===== src/rtl/coreport_pkg.sv =====
// coreport_pkg: shared defaults and glitch counter limits for the GPIO input conditioning stage
package coreport_pkg;
    localparam int COREPORT_WIDTH       = 8;
    localparam int COREPORT_SYNC_STAGES = 2;
    localparam int COREPORT_SAMPLES     = 4;
    localparam int COREPORT_DIV_WIDTH   = 16;
    localparam int GLITCH_CNT_WIDTH     = 8;
    localparam logic [GLITCH_CNT_WIDTH-1:0] GLITCH_CNT_MAX = '1;
endpackage


===== src/rtl/coreport_debounce_bit.sv =====
// coreport_debounce_bit: per-pin synchroniser, sample history, debounced level and edge pulses
// Optional glitch flag output when COREPORT_DEBOUNCE_GLITCH_CNT_EN is defined.
module coreport_debounce_bit
    import coreport_pkg::*;
#(
    parameter int SYNC_STAGES = COREPORT_SYNC_STAGES,
    parameter int SAMPLES     = COREPORT_SAMPLES
) (
    input  logic wb_clk,
    input  logic wb_rst,
    input  logic sample,
    input  logic pin,
    output logic stable,
    output logic rise,
    output logic fall
`ifdef COREPORT_DEBOUNCE_GLITCH_CNT_EN
    ,
    output logic glitch
`endif
);
    logic [SYNC_STAGES-1:0] sync;
    logic [SAMPLES-1:0]     hist;
    logic [SAMPLES-1:0]     new_hist;

    assign new_hist = {hist[SAMPLES-2:0], sync[SYNC_STAGES-1]};

    // bring the raw pad level into the clock domain
    always_ff @(posedge wb_clk or posedge wb_rst) begin
        if (wb_rst) sync <= '0;
        else        sync <= {sync[SYNC_STAGES-2:0], pin};
    end

    // shift in a sample per tick; flip the level only when the whole window agrees
    always_ff @(posedge wb_clk or posedge wb_rst) begin
        if (wb_rst) begin
            hist   <= '0;
            stable <= 1'b0;
            rise   <= 1'b0;
            fall   <= 1'b0;
        end else begin
            rise <= 1'b0;
            fall <= 1'b0;
            if (sample) begin
                hist <= new_hist;
                if (&new_hist && !stable) begin
                    stable <= 1'b1;
                    rise   <= 1'b1;
                end else if (~|new_hist && stable) begin
                    stable <= 1'b0;
                    fall   <= 1'b1;
                end
            end
        end
    end

`ifdef COREPORT_DEBOUNCE_GLITCH_CNT_EN
    assign glitch = sample && (hist != {SAMPLES{stable}}) && (new_hist == {SAMPLES{stable}});
`endif
endmodule


===== src/rtl/coreport_debounce.sv =====
// coreport_debounce: synchronise and debounce GPIO pad inputs on a programmable prescaler tick
// Define COREPORT_DEBOUNCE_GLITCH_CNT_EN to add a saturating rejected-glitch counter.
module coreport_debounce
    import coreport_pkg::*;
#(
    parameter int WIDTH       = COREPORT_WIDTH,
    parameter int SYNC_STAGES = COREPORT_SYNC_STAGES,
    parameter int SAMPLES     = COREPORT_SAMPLES,
    parameter int DIV_WIDTH   = COREPORT_DIV_WIDTH
) (
    input  logic                 wb_clk,
    input  logic                 wb_rst,
    input  logic                 enable_i,
    input  logic [DIV_WIDTH-1:0] div_i,
    input  logic [WIDTH-1:0]     pins_i,
    output logic [WIDTH-1:0]     stable_o,
    output logic [WIDTH-1:0]     rise_o,
    output logic [WIDTH-1:0]     fall_o,
    output logic                 tick_o
`ifdef COREPORT_DEBOUNCE_GLITCH_CNT_EN
    ,
    input  logic                        glitch_clr_i,
    output logic [GLITCH_CNT_WIDTH-1:0] glitch_cnt_o
`endif
);
    logic [DIV_WIDTH-1:0] presc;
    logic                 sample;

    assign sample = tick_o & enable_i;

    // prescaler: >= compare so a lowered divisor ticks at once instead of wrapping
    always_ff @(posedge wb_clk or posedge wb_rst) begin
        if (wb_rst) begin
            presc  <= '0;
            tick_o <= 1'b0;
        end else if (!enable_i) begin
            presc  <= '0;
            tick_o <= 1'b0;
        end else if (presc >= div_i) begin
            presc  <= '0;
            tick_o <= 1'b1;
        end else begin
            presc  <= presc + 1'b1;
            tick_o <= 1'b0;
        end
    end

`ifdef COREPORT_DEBOUNCE_GLITCH_CNT_EN
    logic [WIDTH-1:0] glitch;

    // count ticks that rejected a glitch; clear wins over increment, saturates at max
    always_ff @(posedge wb_clk or posedge wb_rst) begin
        if (wb_rst)                                        glitch_cnt_o <= '0;
        else if (glitch_clr_i)                             glitch_cnt_o <= '0;
        else if (|glitch && glitch_cnt_o != GLITCH_CNT_MAX) glitch_cnt_o <= glitch_cnt_o + 1'b1;
    end
`endif

    for (genvar i = 0; i < WIDTH; i++) begin : g_bit
        coreport_debounce_bit #(
            .SYNC_STAGES(SYNC_STAGES),
            .SAMPLES    (SAMPLES)
        ) u_bit (
            .wb_clk(wb_clk),
            .wb_rst(wb_rst),
            .sample(sample),
            .pin   (pins_i[i]),
            .stable(stable_o[i]),
            .rise  (rise_o[i]),
            .fall  (fall_o[i])
`ifdef COREPORT_DEBOUNCE_GLITCH_CNT_EN
            ,
            .glitch(glitch[i])
`endif
        );
    end
endmodule


===== config.mk =====
export PLATFORM = sky130hd
export DESIGN_NAME = coreport_debounce
export DESIGN_NICKNAME = d
export VERILOG_FILES = /design/src/rtl/coreport_pkg.sv /design/src/rtl/coreport_debounce_bit.sv /design/src/rtl/coreport_debounce.sv
export SDC_FILE = /design/constraint.sdc
export NUM_CORES = 1
export LEC_CHECK = 0
export ABC_CLOCK_PERIOD_IN_PS = 7000
export CORE_ASPECT_RATIO = 0.9
export CORE_MARGIN = 1.5
export CORE_UTILIZATION = 47
export DETAILED_ROUTE_END_ITERATION = 12
export PLACE_DENSITY_LB_ADDON = 0.08
export SLEW_MARGIN = 20
export SYNTH_ARGS = -nofsm -noshare
export SYNTH_HDL_FRONTEND = slang
export SYNTH_SLANG_ARGS = --single-unit

===== constraint.sdc =====
create_clock -name wb_clk -period 7 [get_ports wb_clk]
set_input_delay 0.7 -clock wb_clk [delete_from_list [all_inputs] [get_ports wb_clk]]
set_output_delay 0.7 -clock wb_clk [all_outputs]
set_load 0.05 [all_outputs]

# After elaboration in Yosys (flattened, before gate mapping)
# Index checks and enable logic that the tools add are counted.
[totals]
ff_bits = 81
wordCells = 169
[op_classes]
addsub = 1
magnitude_cmp = 1
mux = 60
bitwise_logic = 1
reduce_logical = 64
[ops]
columns = ["operator", "count"]
rows = [
  ["two-way mux 1 bit", 58],
  ["two-way mux 16 bit", 2],
  ["AND reduction 4 bit", 8],
  ["OR reduction 4 bit", 8],
  ["adder 16 x 1 -> 16 bit, second input constant", 1],
  [">= comparator 16 bit", 1],
  ["logical AND 1 bit", 16],
  ["logical NOT 1 bit", 16],
  ["AND reduction 2 bit", 8],
  ["nonzero test 2 bit", 8],
  ["AND 1 bit", 1],
]

# Depth between registers and ports, before layout
# Gate-level depths: netlist of the first run.
[depth]
ltp_word = 6
depth_mapped = 7
mapped_depth_nobuf = 6

# Hierarchy
# From an unflattened synthesis of the first run, not the netlist that was laid out.
[hier_totals]
hier_cells = 296
area_unflattened_um2 = 3666.0
[modules_own_cells]
columns = ["mod", "instances", "cells_per_inst", "area_each_um2"]
rows = [
  ["coreport_debounce_bit", 8, 21, 297.8],
  ["coreport_debounce", 1, 128, 1283.7],
]

# Worst setup path after synthesis of the first run
# OpenSTA, ideal clock, no wires.
[synth_timing]
path_kind = "input -> register"
from = "input div_i[13]"
to = "register presc[10]"
arrival_time_ps = 2221
required_ps = 6862
slack_ps = 4642
stages = 7
path_buffers = 1
path_cell_list = "inv_1 > ha_1 > and4_1 > nand2_1 > a2111oi_2 > buf_2 > nor4_1"
[synth_between]
elab_chain_len = 3
[synth_rtl]
columns = ["item", "line", "rtl"]
rows = [
  ["start, declared", "coreport_debounce.sv:14", "input logic [DIV_WIDTH-1:0] div_i,"],
  [">= comparator 16 bit", "coreport_debounce.sv:39", "end else if (presc >= div_i) begin"],
  ["two-way mux 16 bit", "coreport_debounce.sv:39", ""],
  ["two-way mux 16 bit", "coreport_debounce.sv:36", "end else if (!enable_i) begin"],
  ["end signal, assigned", "coreport_debounce.sv:43", "presc <= presc + 1'b1;"],
  ["end, declared", "coreport_debounce.sv:26", "logic [DIV_WIDTH-1:0] presc;"],
]
# No other way between the ends.
# A chain may end at the register's enable or synchronous reset.

# Final worst setup path of the first run
[layout_timing]
from = "input div_i[0]"
to = "register presc[8]"
# Same word-level chain as after synthesis.

==> results of run 1 <==
-- worst paths after layout --
check,endpoint,slack [ns],cells past startpoint
setup / recovery,presc[8],4.08,7
hold / removal,g_bit[2].u_bit.sync[1],0.35,0
setup reg to reg,presc[8],4.42,7
hold reg to reg,g_bit[2].u_bit.sync[1],0.35,0
max in group asynchronous,tick_o,5.67,3
min in group asynchronous,g_bit[7].u_bit.sync[0],0.86,3
-- stage by stage --
stage	cells	hold slack, ns	total power, mW
2_1_floorplan	354	0.3312	0.5345
3_3_place_gp	472	0.3314	0.5586
3_5_place_dp	472	0.3364	0.5598
4_1_cts	488	0.3506	0.9435
5_1_grt	488	0.3571	0.9713
6_report	488	0.3478	0.9274
-- layout make-up --
cell class	count	area, µm²	share of cell area, %
clock buffer	10	137.6	3.186
clock inverter	6	90.09	2.085
inverter	28	106.4	2.462
multi-input combinational	212	1295	29.97
sequential	81	2027	46.92
tap	96	120.1	2.780
timing repair buffer	55	544.3	12.60
-- kinds of logic (layout without fill, tap and decap cells) --
logic type / after synthesis / after routing
adder cells (fa/ha/maj): 17 / 17
buffers and inverters: 61 / 99
flip-flops: 81 / 81
XOR/XNOR: 12 / 12
AO/OA/AOI/OAI: 25 / 25
AND/OR/NAND/NOR: 158 / 158
-- worst max-delay path, cell delays in order --
cell and delay, ns:
sky130_fd_sc_hd__clkdlybuf4s50_1 0.41, sky130_fd_sc_hd__ha_1 0.28, sky130_fd_sc_hd__nand2b_1 0.13, sky130_fd_sc_hd__a2111oi_0 0.88
sky130_fd_sc_hd__a2111oi_4 0.24, sky130_fd_sc_hd__buf_4 0.25, sky130_fd_sc_hd__nor4_1 0.27
-- registers in the layout (all words and copies together) (netlist names) --
name and flops:
g_bit.u_bit.hist 24, g_bit.u_bit.stable 8, presc 16, tick_o 1, g_bit.u_bit.sync 16, g_bit.u_bit.rise 8
g_bit.u_bit.fall 8
-- layer usage --
metal  up-vias  share of wire (%)
met2        46                 45
met3         7                4.4
li1       1244                  -
met1      1150                 49
met5         -                  0
met4         0                1.3
-- power by group through the flow --
stage	logic, mW	clock network, mW	registers, mW
floorplan	0.0389	0	0.496
global placement	0.0608	0	0.498
detailed placement	0.0618	0	0.498
CTS	0.0618	0.393	0.489
global route	0.0691	0.412	0.490
finish	0.0616	0.377	0.489
-- cells in the final DEF, fill, tap and decap left out, types with 2 or more instances in the layout --
master	Yosys	routed
sky130_fd_sc_hd__or4_1	4	4
sky130_fd_sc_hd__bufinv_16	0	2
sky130_fd_sc_hd__and4_1	3	3
sky130_fd_sc_hd__nand3_1	9	9
sky130_fd_sc_hd__nor2_1	5	5
sky130_fd_sc_hd__clkbuf_8	0	10
sky130_fd_sc_hd__nor3_1	13	13
sky130_fd_sc_hd__a21oi_1	5	5
sky130_fd_sc_hd__buf_4	24	3
sky130_fd_sc_hd__a2111oi_2	3	2
sky130_fd_sc_hd__nand4_1	7	7
sky130_fd_sc_hd__inv_1	28	27
sky130_fd_sc_hd__o21ai_0	3	3
sky130_fd_sc_hd__or3_1	5	5
sky130_fd_sc_hd__clkdlybuf4s50_1	0	51
sky130_fd_sc_hd__nand2_1	85	85
sky130_fd_sc_hd__o21bai_1	7	7
sky130_fd_sc_hd__ha_1	17	17
sky130_fd_sc_hd__xnor2_1	10	10
sky130_fd_sc_hd__clkinv_2	0	2
sky130_fd_sc_hd__nor4_1	22	22
sky130_fd_sc_hd__xor2_1	2	2
sky130_fd_sc_hd__dfrtp_1	81	81
-- Yosys cell counts --
| cell | instances | area share (%) |
|---|---|---|
| sky130_fd_sc_hd__a2111oi_0 | 1 | 0.24 |
| sky130_fd_sc_hd__a2111oi_2 | 3 | 1.2 |
| sky130_fd_sc_hd__buf_1 | 1 | 0.10 |
| sky130_fd_sc_hd__ha_1 | 17 | 5.9 |
| sky130_fd_sc_hd__and2_1 | 1 | 0.17 |
| sky130_fd_sc_hd__a21oi_1 | 5 | 0.69 |
| sky130_fd_sc_hd__or4_1 | 4 | 0.83 |
| sky130_fd_sc_hd__or3_1 | 5 | 0.86 |
| sky130_fd_sc_hd__nand3_1 | 9 | 1.2 |
| sky130_fd_sc_hd__o41ai_1 | 1 | 0.24 |
| sky130_fd_sc_hd__buf_4 | 24 | 5.0 |
| sky130_fd_sc_hd__a221o_1 | 1 | 0.28 |
| sky130_fd_sc_hd__buf_2 | 1 | 0.14 |
| sky130_fd_sc_hd__o21ai_0 | 3 | 0.41 |
| sky130_fd_sc_hd__and4_1 | 3 | 0.72 |
| sky130_fd_sc_hd__nor4b_1 | 1 | 0.24 |
| sky130_fd_sc_hd__o21bai_1 | 7 | 1.4 |
| sky130_fd_sc_hd__or3b_1 | 1 | 0.24 |
| sky130_fd_sc_hd__o31a_1 | 1 | 0.24 |
| sky130_fd_sc_hd__nand4_1 | 7 | 1.2 |
| sky130_fd_sc_hd__o21a_1 | 1 | 0.21 |
| sky130_fd_sc_hd__nand2_1 | 85 | 8.8 |
| sky130_fd_sc_hd__xnor2_1 | 10 | 2.4 |
| sky130_fd_sc_hd__nor2_1 | 5 | 0.52 |
| sky130_fd_sc_hd__o21ba_2 | 1 | 0.28 |
| sky130_fd_sc_hd__dfrtp_1 | 81 | 56 |
| sky130_fd_sc_hd__nor4_1 | 22 | 3.8 |
| sky130_fd_sc_hd__inv_1 | 28 | 2.9 |
| sky130_fd_sc_hd__nand3_4 | 1 | 0.48 |
| sky130_fd_sc_hd__clkbuf_1 | 7 | 0.72 |
| sky130_fd_sc_hd__xor2_1 | 2 | 0.48 |
| sky130_fd_sc_hd__nor3_1 | 13 | 1.8 |
| sky130_fd_sc_hd__nand2b_1 | 1 | 0.17 |
| sky130_fd_sc_hd__o21ai_1 | 1 | 0.14 |
==> run summary, run 1 <==
## Clocking
• cells resized by post-CTS repair: 0
• later-pin clock latency in the skew report: 0.34 ns
• CTS HTree Levels: 3
• setup repair bufs after CTS: 0
• clock tree sinks: 81
• number of hold buffers added after CTS: 0
• clock-pin slew on the worst setup and hold paths: 0.08 ns
• Clock Tree Root: sky130_fd_sc_hd__clkbuf_8
• Max clock buf depth: 2
• TritonCTS clock tree: done
• number of buffers created by CTS: 9

## Critical path
• signal arrival time at the worst endpoint: 3.16 ns
• kind of end point of the critical path: register
• nature of the critical path startpoint: input port
• maximum net fanout on the critical path: 11
• RR Startpoint: presc[0]
• Crit Path Category: in2reg
• launching instance or port of the critical path: div_i[0]
• Worst Path Required: 7.24 ns

## Status
• run status: complete, no violations

## Global routing
• antenna violations before repair: 0
• global-route layer with the greatest usage: met2
• pin count of the biggest net entering global routing: 82
• Remaining Overflow, GRT: 0
• first-pass GRT wire length: 10180 µm
• met1 track utilization from global routing: 22.30%
• vias in the first global route: 2208
• met2 Usage GRT: 23.94%
• GRT met3 Usage: 5.351%
• overall routing resource usage: 16.03%

## Pwr
• total power density per cell area: 214.7 mW/mm²
• NetSw: 208.8 µW
• sequential share of power: 52.7%
• Max rail drop VDD: 0.0001159 V
• internal portion of total power: 718.6 µW
• part of the total power dissipated in combinational logic: 6.6%
• switching portion of total power: 22.52%
• share of power burned in the clock network: 40.7%
• leak pwr: 2.018 nW

## Routing
• DRC errors left: 0
• number of detailed-routing iterations run before antenna repair: 5
• remaining number of nets flagged by the antenna check after routing: 0
• via-per-instance ratio: 5.014
• Total Routed Length: 5959 µm
• initial DRC count: 99
• via count of the routed design: 2447
• wire length per cell after detailed routing: 12.21 µm

## Synthesis
• distinct cell type count of the synthesized netlist: 34
• synthesized instance count: 354
• mean post-synth cell area: 10.24 µm²
• adder-cell share of the synthesized area: 5.866%
• multiplexer share of the synthesized area: 0%
• Simple-Gate Fraction of Synth Area: 21.08%
• xor-xnor portion of the synthesized cell area: 2.899%
• Synth Cell Area: 0.003626 mm²
• Synth Register Bits: 81
• syn_nets: 398
• compound-cell area share of the yosys netlist: 5.418%
• post-synthesis sequential area ratio: 55.90%
• number of warnings issued by yosys: 0
• main combinational cell family by area after synthesis: simple AND/OR/NAND/NOR gates

## STA
• post-route clock period utilization: 41.71%
• Total Neg Setup Slack: 0 ns
• Clock Skew: 0.005913 ns
• final-report hold violation count: 0
• count of final setup violators: 0
• Worst Slack Setup Final: 4.080 ns
• Max Clk Rate: 0.3425 GHz
• actual slew at the worst max-slew pin: 0.9844 ns
• max-slew headroom at the worst pin: 32.68%
• final slew viol count: 0
• unrepaired setup endpoints after global routing: false
• final critical delay including setup and external delays: 2.920 ns

## Die
• initial core utilization: 48.30%
• # rows: 30
• Placeable Area: 0.007507 mm²
• width of the chip: 95.59 µm
• number of I/O pins: 52
• Vert. Die Dim: 86.33 µm
• Die Area: 0.008251 mm²

## Hold path
• Hold Startpoint: g_bit[2].u_bit.sync[0]
• Hold Path Class: reg2reg

## Placed design
• Placed Area: 0.004073 mm²
• setup slack after placement: 3.678 ns
• half-perimeter wire length of the detailed placement result: 4064 µm
• buffers added on ports: 51
• final RePlAce weighted congestion: 0.7423

## Layout
• Layout Area Growth over Synthesis: 19.15%
• total of fill cells in the finished design: 666
• nets@finish: 431
• post-route cell area: 0.004320 mm²
• ratio of cells with drive above 1 in the final layout: 6.888%
• final core area utilization: 57.55%
• antenna diode count: 0

## Flow run
• Max Cap Viol: 0

(Power assumes the default switching activity.)
==> run 2: changes to the inputs <==
--- a/config.mk
+++ b/config.mk
@@ -5,7 +5,7 @@
 export SDC_FILE = /design/constraint.sdc
 export NUM_CORES = 1
 export LEC_CHECK = 0
-export ABC_CLOCK_PERIOD_IN_PS = 7000
+export ABC_CLOCK_PERIOD_IN_PS = 2400
 export CORE_ASPECT_RATIO = 0.9
 export CORE_MARGIN = 1.5
 export CORE_UTILIZATION = 47
==> constraint.sdc (replaced) <==
create_clock -name wb_clk -period 2.4 [get_ports wb_clk]
set_input_delay 0.24 -clock wb_clk [delete_from_list [all_inputs] [get_ports wb_clk]]
set_output_delay 0.24 -clock wb_clk [all_outputs]
set_load 0.05 [all_outputs]
==> run 2 against run 1 <==
Worst setup slack worse by 3.8 ns. Sequential power grew to 2.9 times the previous value. Sequential share of layout area is 0.48 points lower. Clock power grew to 3.1 times the previous value. Largest cell class unchanged. Power grew to 3.0 times the previous value. Hold slack worse by 0.14 ns.
==> run summary, run 2 (same netlist as run 1, synthesis figures left out) <==
## Critical path
• maximum net fanout on the critical path: 17, was 11
• nature of the critical path startpoint: register, was input port
• kind of end point of the critical path: register, unchanged
• slowest library cell on the worst path: sky130_fd_sc_hd__a2111oi_0, unchanged
• launching instance or port of the critical path: presc[0], was div_i[0]
• gate family responsible for the most delay along the worst path: compound AO/OA/AOI/OAI gates, unchanged
• setup slack, reg-to-reg: 0.32 ns, was 4.42 ns
• Worst Path Required: 2.64 ns, was 7.24 ns
• number of cell instances on the worst register-to-register path: 7, unchanged
• Crit Path Category: reg2reg, was in2reg
• number of buffers and inverters on the critical path: 2, unchanged
• RR Startpoint: presc[0], unchanged
• capture point of the worst reg-to-reg path: presc[15], was presc[8]
• critical path cell sequence: inv_1, ha_1, nand2b_1, a2111oi_0, a2111oi_2, buf_12, a2111oi_2, was clkdlybuf4s50_1, ha_1, nand2b_1, a2111oi_0, a2111oi_4, buf_4, nor4_1
• biggest cell delay along the critical path: 0.50 ns, was 0.88 ns
• signal arrival time at the worst endpoint: 2.31 ns, was 3.16 ns
• most used cell along the critical path: sky130_fd_sc_hd__a2111oi_2

## Clocking
• Max clock buf depth: 2, unchanged
• clock-pin slew on the worst setup and hold paths: 0.09 ns, was 0.08 ns
• Clock Tree Root: sky130_fd_sc_hd__clkbuf_8, unchanged
• number of hold buffers added after CTS: 0, unchanged
• number of buffers created by CTS: 9, unchanged
• TritonCTS clock tree: done, unchanged
• CTS HTree Levels: 3, unchanged
• cells resized by post-CTS repair: 0, unchanged
• setup repair bufs after CTS: 0, unchanged
• later-pin clock latency in the skew report: 0.35 ns, was 0.34 ns
• clock tree sinks: 81, unchanged

## STA
• final-report hold violation count: 0, unchanged
• actual slew at the worst max-slew pin: 0.5455 ns, was 0.9844 ns
• final critical delay including setup and external delays: 2.077 ns
• max-slew headroom at the worst pin: 63.52%, was 32.68%
• count of final setup violators: 0, unchanged
• Max Clk Rate: 0.4815 GHz
• unrepaired setup endpoints after global routing: false, unchanged
• post-route clock period utilization: 86.54%
• Total Neg Setup Slack: 0 ns, unchanged
• Clock Skew: 0.01095 ns, was 0.005913 ns
• final slew viol count: 0, unchanged

## Die
• # rows: 30, unchanged
• Vert. Die Dim: 86.33 µm, unchanged
• Die Area: 0.008251 mm², unchanged
• width of the chip: 95.59 µm, unchanged
• initial core utilization: 48.30%, unchanged
• Placeable Area: 0.007507 mm², unchanged
• number of I/O pins: 52, unchanged

## Layout
• post-route cell area: 0.004365 mm², was 0.004320 mm²
• total of fill cells in the finished design: 674, was 666
• antenna diode count: 0, unchanged
• register bank with the most flops: g_bit.u_bit.hist, unchanged
• top flop regs: g_bit.u_bit.hist: 24 flops, g_bit.u_bit.sync: 16 flops, presc: 16 flops, unchanged
• Layout Area Growth over Synthesis: 20.39%, was 19.15%
• ratio of cells with drive above 1 in the final layout: 7.576%, was 6.888%
• number of flip-flops in the largest register: 24, unchanged
• commonest non-fill, non-tap cell in the layout: sky130_fd_sc_hd__nand2_1, unchanged
• nets@finish: 435, was 431
• commonest cells after routing, fill and taps aside: 85 x sky130_fd_sc_hd__nand2_1, 81 x sky130_fd_sc_hd__dfrtp_1, 51 x sky130_fd_sc_hd__clkdlybuf4s50_1, unchanged

## Pwr
• leak pwr: 2.043 nW, was 2.018 nW
• share of power burned in the clock network: 41.7%, was 40.7%
• internal portion of total power: 2.131 mW, was 718.6 µW
• part of the total power dissipated in combinational logic: 6.6%, about the same
• sequential share of power: 51.7%, was 52.7%
• switching portion of total power: 22.68%, was 22.52%
• NetSw: 625.3 µW, was 208.8 µW
• Max rail drop VDD: 0.0004103 V, was 0.0001159 V
• total power density per cell area: 631.5 mW/mm², was 214.7 mW/mm²

## Status
• run status: complete, no violations, unchanged

## Routing
• remaining number of nets flagged by the antenna check after routing: 0, unchanged
• wire length per cell after detailed routing: 13.22 µm, was 12.21 µm
• via count of the routed design: 2516, was 2447
• initial DRC count: 114, was 99
• Total Routed Length: 6502 µm, was 5959 µm
• DRC errors left: 0, unchanged
• via-per-instance ratio: 5.114, was 5.014
• number of detailed-routing iterations run before antenna repair: 4, was 5

## Placed design
• half-perimeter wire length of the detailed placement result: 4481 µm, was 4064 µm
• buffers added on ports: 51, unchanged
• Placed Area: 0.004128 mm², was 0.004073 mm²
• final RePlAce weighted congestion: 0.7625, was 0.7423

## Global routing
• pin count of the biggest net entering global routing: 43, was 82
• vias in the first global route: 2371, was 2208
• met2 Usage GRT: 27.46%, was 23.94%
• met1 track utilization from global routing: 23.67%, was 22.30%
• first-pass GRT wire length: 11120 µm, was 10180 µm
• antenna violations before repair: 0, unchanged
• GRT met3 Usage: 5.614%, was 5.351%
• Remaining Overflow, GRT: 0, unchanged
• overall routing resource usage: 17.49%, was 16.03%
• global-route layer with the greatest usage: met2, unchanged

## Hold path
• Hold Path Class: in2async, was reg2reg

## Flow run
• Max Cap Viol: 0, unchanged

## run 2: metrics by stage
step	power (mW)	worst slack [ns]	hold slack, ns	util [%]	std cells
finish	2.757	0.3231	0.2046	58.15	492
global route	2.879	0.06227	0.2309	58.15	492
CTS	2.792	0.3134	0.2179	58.15	492
detailed placement	1.639	0.06955	0.3363	54.98	476
global placement	1.634	0.1287	0.3318	54.98	476
floorplan	1.559	0.07991	0.2714	-	354
## run 2: worst reg2reg max path, cell delays in order, from the launching register on
cell and delay [ns]:
sky130_fd_sc_hd__dfrtp_1 0.39, sky130_fd_sc_hd__inv_1 0.06, sky130_fd_sc_hd__ha_1 0.25, sky130_fd_sc_hd__nand2b_1 0.14
sky130_fd_sc_hd__a2111oi_0 0.50, sky130_fd_sc_hd__a2111oi_2 0.13, sky130_fd_sc_hd__buf_12 0.19, sky130_fd_sc_hd__a2111oi_2 0.30
## run 2: power by group through the flow
stage / Sequential, mW / Clock (mW) / Combinational, mW
floorplan: 1.45 / 0 / 0.114
global placement: 1.45 / 0 / 0.182
detailed placement: 1.45 / 0 / 0.186
CTS: 1.43 / 1.18 / 0.186
global route: 1.43 / 1.24 / 0.205
finish: 1.43 / 1.15 / 0.182
## run 2: final cells by class
cell class / instances / area, µm² / area share (%)
Clock inverter: 5 / 86.33 / 1.978
Clock buffer: 11 / 151.4 / 3.468
Inverter: 28 / 106.4 / 2.436
Tap cell: 96 / 120.1 / 2.751
Timing Repair Buffer: 59 / 595.6 / 13.64
Multi-Input combinational cell: 212 / 1279 / 29.29
Sequential cell: 81 / 2027 / 46.43
## run 2: worst max-delay path by stage
| stage | end | slack, ns | cells after the start |
|---|---|---|---|
| after floorplan | g_bit[0].u_bit.fall | 0.08 | 1 |
| after global placement | presc[14] | 0.13 | 7 |
| after detailed placement | presc[15] | 0.07 | 7 |
| after CTS | presc[15] | 0.31 | 7 |
| after global routing | presc[2] | 0.06 | 7 |
| final | presc[15] | 0.32 | 7 |
## run 2: routing by layer
| layer | part of all wire, % | vias to the layer above |
|---|---|---|
| met5 | 0 | - |
| li1 | - | 1249 |
| met2 | 47 | 42 |
| met3 | 3.5 | 4 |
| met1 | 49 | 1221 |
| met4 | 0.65 | 0 |
==> run 3: changes to the inputs <==
--- a/config.mk
+++ b/config.mk
@@ -9,6 +9,7 @@
 export CORE_ASPECT_RATIO = 0.9
 export CORE_MARGIN = 1.5
 export CORE_UTILIZATION = 47
+export CTS_BUF_LIST = sky130_fd_sc_hd__clkbuf_4
 export DETAILED_ROUTE_END_ITERATION = 12
 export PLACE_DENSITY_LB_ADDON = 0.08
 export SLEW_MARGIN = 20
==> run 3 against run 2 <==
Cell count did not move. Via count fell by 0.56%. Flip-flop and latch count did not move. Critical endpoint unchanged. Cell area fell by 1.7%. Combinational power barely moved. Sequential share of layout area rose by 0.83 points. Hold slack got worse by 0.084 ns. Count of clock-buffer cells in the layout fell by 2. Largest cell class unchanged.
==> run summary, run 3 (same netlist as run 1, synthesis figures left out) <==
## STA
• actual slew at the worst max-slew pin: 0.5459 ns, was 0.5455 ns
• Max Clk Rate: 0.4801 GHz, was 0.4815 GHz
• post-route clock period utilization: 86.79%, was 86.54%
• final-report hold violation count: 0, unchanged
• final slew viol count: 0, unchanged
• Worst Slack Setup Final: 0.3171 ns, was 0.3231 ns
• final critical delay including setup and external delays: 2.083 ns, was 2.077 ns
• worst hold slack after final layout: 0.1210 ns, was 0.2046 ns
• count of final setup violators: 0, unchanged
• Total Neg Setup Slack: 0 ns, unchanged
• max-slew headroom at the worst pin: 63.49%, was 63.52%
• Clock Skew: 0.02194 ns, was 0.01095 ns
• unrepaired setup endpoints after global routing: false, unchanged

## Clocking
• number of buffers created by CTS: 9, unchanged
• setup repair bufs after CTS: 0, unchanged
• clock tree sinks: 81, unchanged
• later-pin clock latency in the skew report: 0.42 ns, was 0.35 ns
• CTS HTree Levels: 3, unchanged
• cells resized by post-CTS repair: 0, unchanged
• clock-pin slew on the worst setup and hold paths: 0.14 ns, was 0.09 ns
• Clock Tree Root: sky130_fd_sc_hd__clkbuf_4, was sky130_fd_sc_hd__clkbuf_8
• Max clock buf depth: 2, unchanged
• TritonCTS clock tree: done, unchanged
• number of hold buffers added after CTS: 0, unchanged

## Global routing
• overall routing resource usage: 17.53%, was 17.49%
• pin count of the biggest net entering global routing: 43, unchanged
• vias in the first global route: 2372, was 2371
• Remaining Overflow, GRT: 0, unchanged
• first-pass GRT wire length: 11060 µm, was 11120 µm
• antenna violations before repair: 0, unchanged

## Pwr
• part of the total power dissipated in combinational logic: 7.3%, was 6.6%
• Max rail drop VDD: 0.0002861 V, was 0.0004103 V
• leak pwr: 2.009 nW, was 2.043 nW
• total power density per cell area: 583.2 mW/mm², was 631.5 mW/mm²
• sequential share of power: 57.0%, was 51.7%
• internal portion of total power: 1.905 mW, was 2.131 mW
• share of power burned in the clock network: 35.7%, was 41.7%
• switching portion of total power: 23.84%, was 22.68%
• NetSw: 596.4 µW, was 625.3 µW

## Critical path
• signal arrival time at the worst endpoint: 2.40 ns, was 2.31 ns
• Crit Path Category: reg2reg, unchanged
• kind of end point of the critical path: register, unchanged
• nature of the critical path startpoint: register, unchanged
• launching instance or port of the critical path: presc[0], unchanged
• maximum net fanout on the critical path: 17, unchanged
• critical path endpoint: presc[15], unchanged
• capture point of the worst reg-to-reg path: presc[15], unchanged
• number of cell instances on the worst register-to-register path: 7, unchanged
• Worst Path Required: 2.72 ns, was 2.64 ns
• RR Startpoint: presc[0], unchanged
• setup slack, reg-to-reg: 0.32 ns, about the same

## Die
• Die Area: 0.008251 mm², unchanged
• # rows: 30, unchanged
• number of I/O pins: 52, unchanged
• Placeable Area: 0.007507 mm², unchanged
• Vert. Die Dim: 86.33 µm, unchanged
• width of the chip: 95.59 µm, unchanged
• initial core utilization: 48.30%, unchanged

## Placed design
• buffers added on ports: 51, unchanged
• half-perimeter wire length of the detailed placement result: 4481 µm, unchanged
• setup slack after placement: 0.06955 ns, unchanged
• final RePlAce weighted congestion: 0.7625, unchanged

## Routing
• number of detailed-routing iterations run before antenna repair: 4, unchanged
• wire length per cell after detailed routing: 13.12 µm, was 13.22 µm
• remaining number of nets flagged by the antenna check after routing: 0, unchanged
• Total Routed Length: 6457 µm, was 6502 µm
• via-per-instance ratio: 5.085, was 5.114
• initial DRC count: 114, unchanged
• via count of the routed design: 2502, was 2516
• DRC errors left: 0, unchanged

## Flow run
• Max Cap Viol: 0, unchanged

## Layout
• nets@finish: 435, unchanged
• final core area utilization: 57.13%, was 58.15%
• top flop regs: g_bit.u_bit.hist: 24 flops, g_bit.u_bit.sync: 16 flops, presc: 16 flops, unchanged
• commonest cells after routing, fill and taps aside: 85 x sky130_fd_sc_hd__nand2_1, 81 x sky130_fd_sc_hd__dfrtp_1, 51 x sky130_fd_sc_hd__clkdlybuf4s50_1, unchanged
• number of flip-flops in the largest register: 24, unchanged
• Layout Area Growth over Synthesis: 18.29%, was 20.39%
• antenna diode count: 0, unchanged
• commonest non-fill, non-tap cell in the layout: sky130_fd_sc_hd__nand2_1, unchanged
• ratio of cells with drive above 1 in the final layout: 7.071%, was 7.576%
• total of fill cells in the finished design: 686, was 674
• register bank with the most flops: g_bit.u_bit.hist, unchanged

## Status
• run status: complete, no violations, unchanged

## Hold path
• Hold Path Class: in2async, unchanged

run 3: power by group through the flow:
stage	logic, mW	registers (mW)	clock network, mW
after global routing	0.205	1.43	0.993
final	0.182	1.43	0.894
after global placement	0.182	1.45	0
after detailed placement	0.186	1.45	0
after floorplan	0.114	1.45	0
after CTS	0.186	1.43	0.927
run 3: per-layer routing:
layer	routed length (µm)	vias to the layer above	share of wire, %	global-route usage [%]
met5	0	-	0	0
met4	46	0	0.71	3.610
met3	238	4	3.7	6.404
met2	3022	42	47	27.59
met1	3149	1206	49	23.34
li1	-	1250	-	-
run 3: worst max-delay path, cell delays in order, from the launching register on:
cell and delay (ns):
sky130_fd_sc_hd__dfrtp_1 0.41, sky130_fd_sc_hd__inv_1 0.06, sky130_fd_sc_hd__ha_1 0.25, sky130_fd_sc_hd__nand2b_1 0.14, sky130_fd_sc_hd__a2111oi_0 0.50, sky130_fd_sc_hd__a2111oi_2 0.13
sky130_fd_sc_hd__buf_12 0.19, sky130_fd_sc_hd__a2111oi_2 0.30
run 3: how the worst min path moves through the flow:
stage                            from                      to  slack [ns]  depth (start not counted)
2_1_floorplan               pins_i[0]  g_bit[0].u_bit.sync[0]        0.27                          0
3_3_place_gp   g_bit[6].u_bit.sync[0]  g_bit[6].u_bit.sync[1]        0.33                          0
3_5_place_dp   g_bit[6].u_bit.sync[0]  g_bit[6].u_bit.sync[1]        0.34                          0
4_1_cts                        wb_rst  g_bit[6].u_bit.hist[0]        0.13                          2
5_1_grt                        wb_rst  g_bit[7].u_bit.sync[1]        0.11                          2
6_report                       wb_rst  g_bit[6].u_bit.hist[0]        0.12                          2
run 3: layout make-up:
class | instances | area, µm² | share of cell area [%]
Sequential cell | 81 | 2027 | 47.26
Multi-Input combinational cell | 212 | 1279 | 29.81
Timing Repair Buffer | 59 | 595.6 | 13.89
Tap cell | 96 | 120.1 | 2.800
Inverter | 28 | 106.4 | 2.480
Clock inverter | 7 | 93.84 | 2.188
Clock buffer | 9 | 67.56 | 1.575
run 3: per-stage QoR:
stage / instances / cell area, µm² / power (mW)
final: 492 / 4289 / 2.501
after global routing: 492 / 4289 / 2.630
after CTS: 492 / 4289 / 2.540
after detailed placement: 476 / 4128 / 1.639
after global placement: 476 / 4128 / 1.634
after floorplan: 354 / 3626 / 1.559
==> RTL change, RTL diff (settings of run 2) <==
`COREPORT_DIV_WIDTH`: 16 -> 14.
--- a/src/rtl/coreport_pkg.sv
+++ b/src/rtl/coreport_pkg.sv
@@ -5,3 +5,3 @@
     localparam int COREPORT_SAMPLES     = 4;
-    localparam int COREPORT_DIV_WIDTH   = 16;
+    localparam int COREPORT_DIV_WIDTH   = 14;
     localparam int GLITCH_CNT_WIDTH     = 8;
Ports: changed (resized div_i); port bits go from 52 to 50. The function was not compared with the original's and may differ.
==> RTL change against run 2 <==
Cell area shrank 3.9%; die area shrank 4.7%; sequential cell count shrank 2; wire length shrank 5.7%; worst setup slack gained 0.14 ns; maximum frequency grew 7.1%; area after synthesis shrank 4.9%; total power grew 4.1%; largest cell class unchanged; largest power group unchanged.
==> RTL change: results <==
export IMPL_status="finished clean"
export IMPL_first_global_vias=2369
export IMPL_nFillCells=645
export IMPL_fin_crit_sh_pct=80.84
export IMPL_slew_headroom_pct=53.81
export IMPL_largestRegisters="g_bit.u_bit.hist x24, g_bit.u_bit.sync x16, presc x14"
export IMPL_drive_gt1_share_pct=8.289
export IMPL_root_buffer="clkbuf_8"
export IMPL_dp_cells=451
export IMPL_synthTopCellsByArea="dfrtp_1, nand2_1, ha_1"
export IMPL_vdd_drop_max_mv=0.4462
export IMPL_synth_seq_area_share_pct=57.31
export IMPL_switchingPower_uw=612.6
export IMPL_wl_um=6129
export IMPL_synth_main_ff_cell="dfrtp_1"
export IMPL_skew_ns=0.01065
export IMPL_grt_pass1_wl_um=11140
export IMPL_preCtsSetupSlack_ns=0.1481
export IMPL_via_count=2329
export IMPL_gp_congestion=0.7799
export IMPL_place_port_buffers=49
export IMPL_powerDensity_mw_per_mm2=684.2
export IMPL_drt_initial_drc_count=73
export IMPL_power_static_leakage_nw=2.043
export IMPL_ys_types=37
export IMPL_powerClk_mw=1.29
export IMPL_ff2ff_setup_slack_ns=0.46
export IMPL_cp_startpoint="presc[11]"
export IMPL_synthTopCellsByCount="nand2_1, dfrtp_1, buf_4, inv_1, nor3_1"
export IMPL_grt_usage_pct=18.17
export IMPL_reg2reg_depth=6
export IMPL_diodes=0
export IMPL_arrival_ns=2.22
export IMPL_dp_hpwl_um=4304
export IMPL_synth_net_count=374
export IMPL_grt_max_degree=39
export IMPL_viasPerCell=4.987
export IMPL_finish_net_count=409
export IMPL_avgSynthCellArea_um2=10.33
export IMPL_whs_ns=0.3030
export IMPL_cp_max_fo=15
export IMPL_place_area_mm2=0.003926
export IMPL_crit_path_end="tick_o"
export IMPL_p_seq_share_pct=48.6
RTL change: changes by cell type after synthesis, moves of 2 or more:
cell       delta
and3_1        +2
nand4_1       +3
nand2_1       -5
nor3_1        +7
xor2_1        +4
a2111oi_2     -3
dfrtp_1       -2
inv_1         -5
and4_1        -2
ha_1          -2
nor4_1       -14
xnor2_1       -5
clkbuf_1      -2
RTL change: final cells by class:
cell class | instances | area, um2 | share of cell area, %
clock buffers | 10 | 127.6 | 3.043
clock inverters | 6 | 140.1 | 3.341
inverters | 23 | 87.58 | 2.088
multi-input cells | 199 | 1170 | 27.89
flip-flops and latches | 79 | 1977 | 47.14
well taps | 93 | 116.4 | 2.774
repair buffers | 57 | 575.6 | 13.72
RTL change: cell families after synthesis:
kind of cell               share of synthesized area (%)
AOI/OAI and AO/OA                                  5.223
and+or+nand+nor                                    20.46
xor gates and xnor gates                           2.793
adders and majority gates                          5.441
DFF                                                57.31
buffers and inverters                              8.778
RTL change: per-layer routing:
layer / part of all wire [%] / track usage [%] / up-vias / wire length, um
met4: 0.98 / 4.545 / 0 / 60
met1: 48 / 24.18 / 1117 / 2921
met5: 0 / 0 / - / 0
met2: 47 / 28.66 / 45 / 2908
met3: 3.9 / 6.159 / 6 / 239
li1: - / - / 1161 / -
RTL change: critical path, cell delays in order, from the launching register on:
cell and delay, ns:
dfrtp_1 0.44, ha_1 0.31, nand4_1 0.11, or2_2 0.35
a311oi_4 0.26, buf_4 0.25, o21a_1 0.16
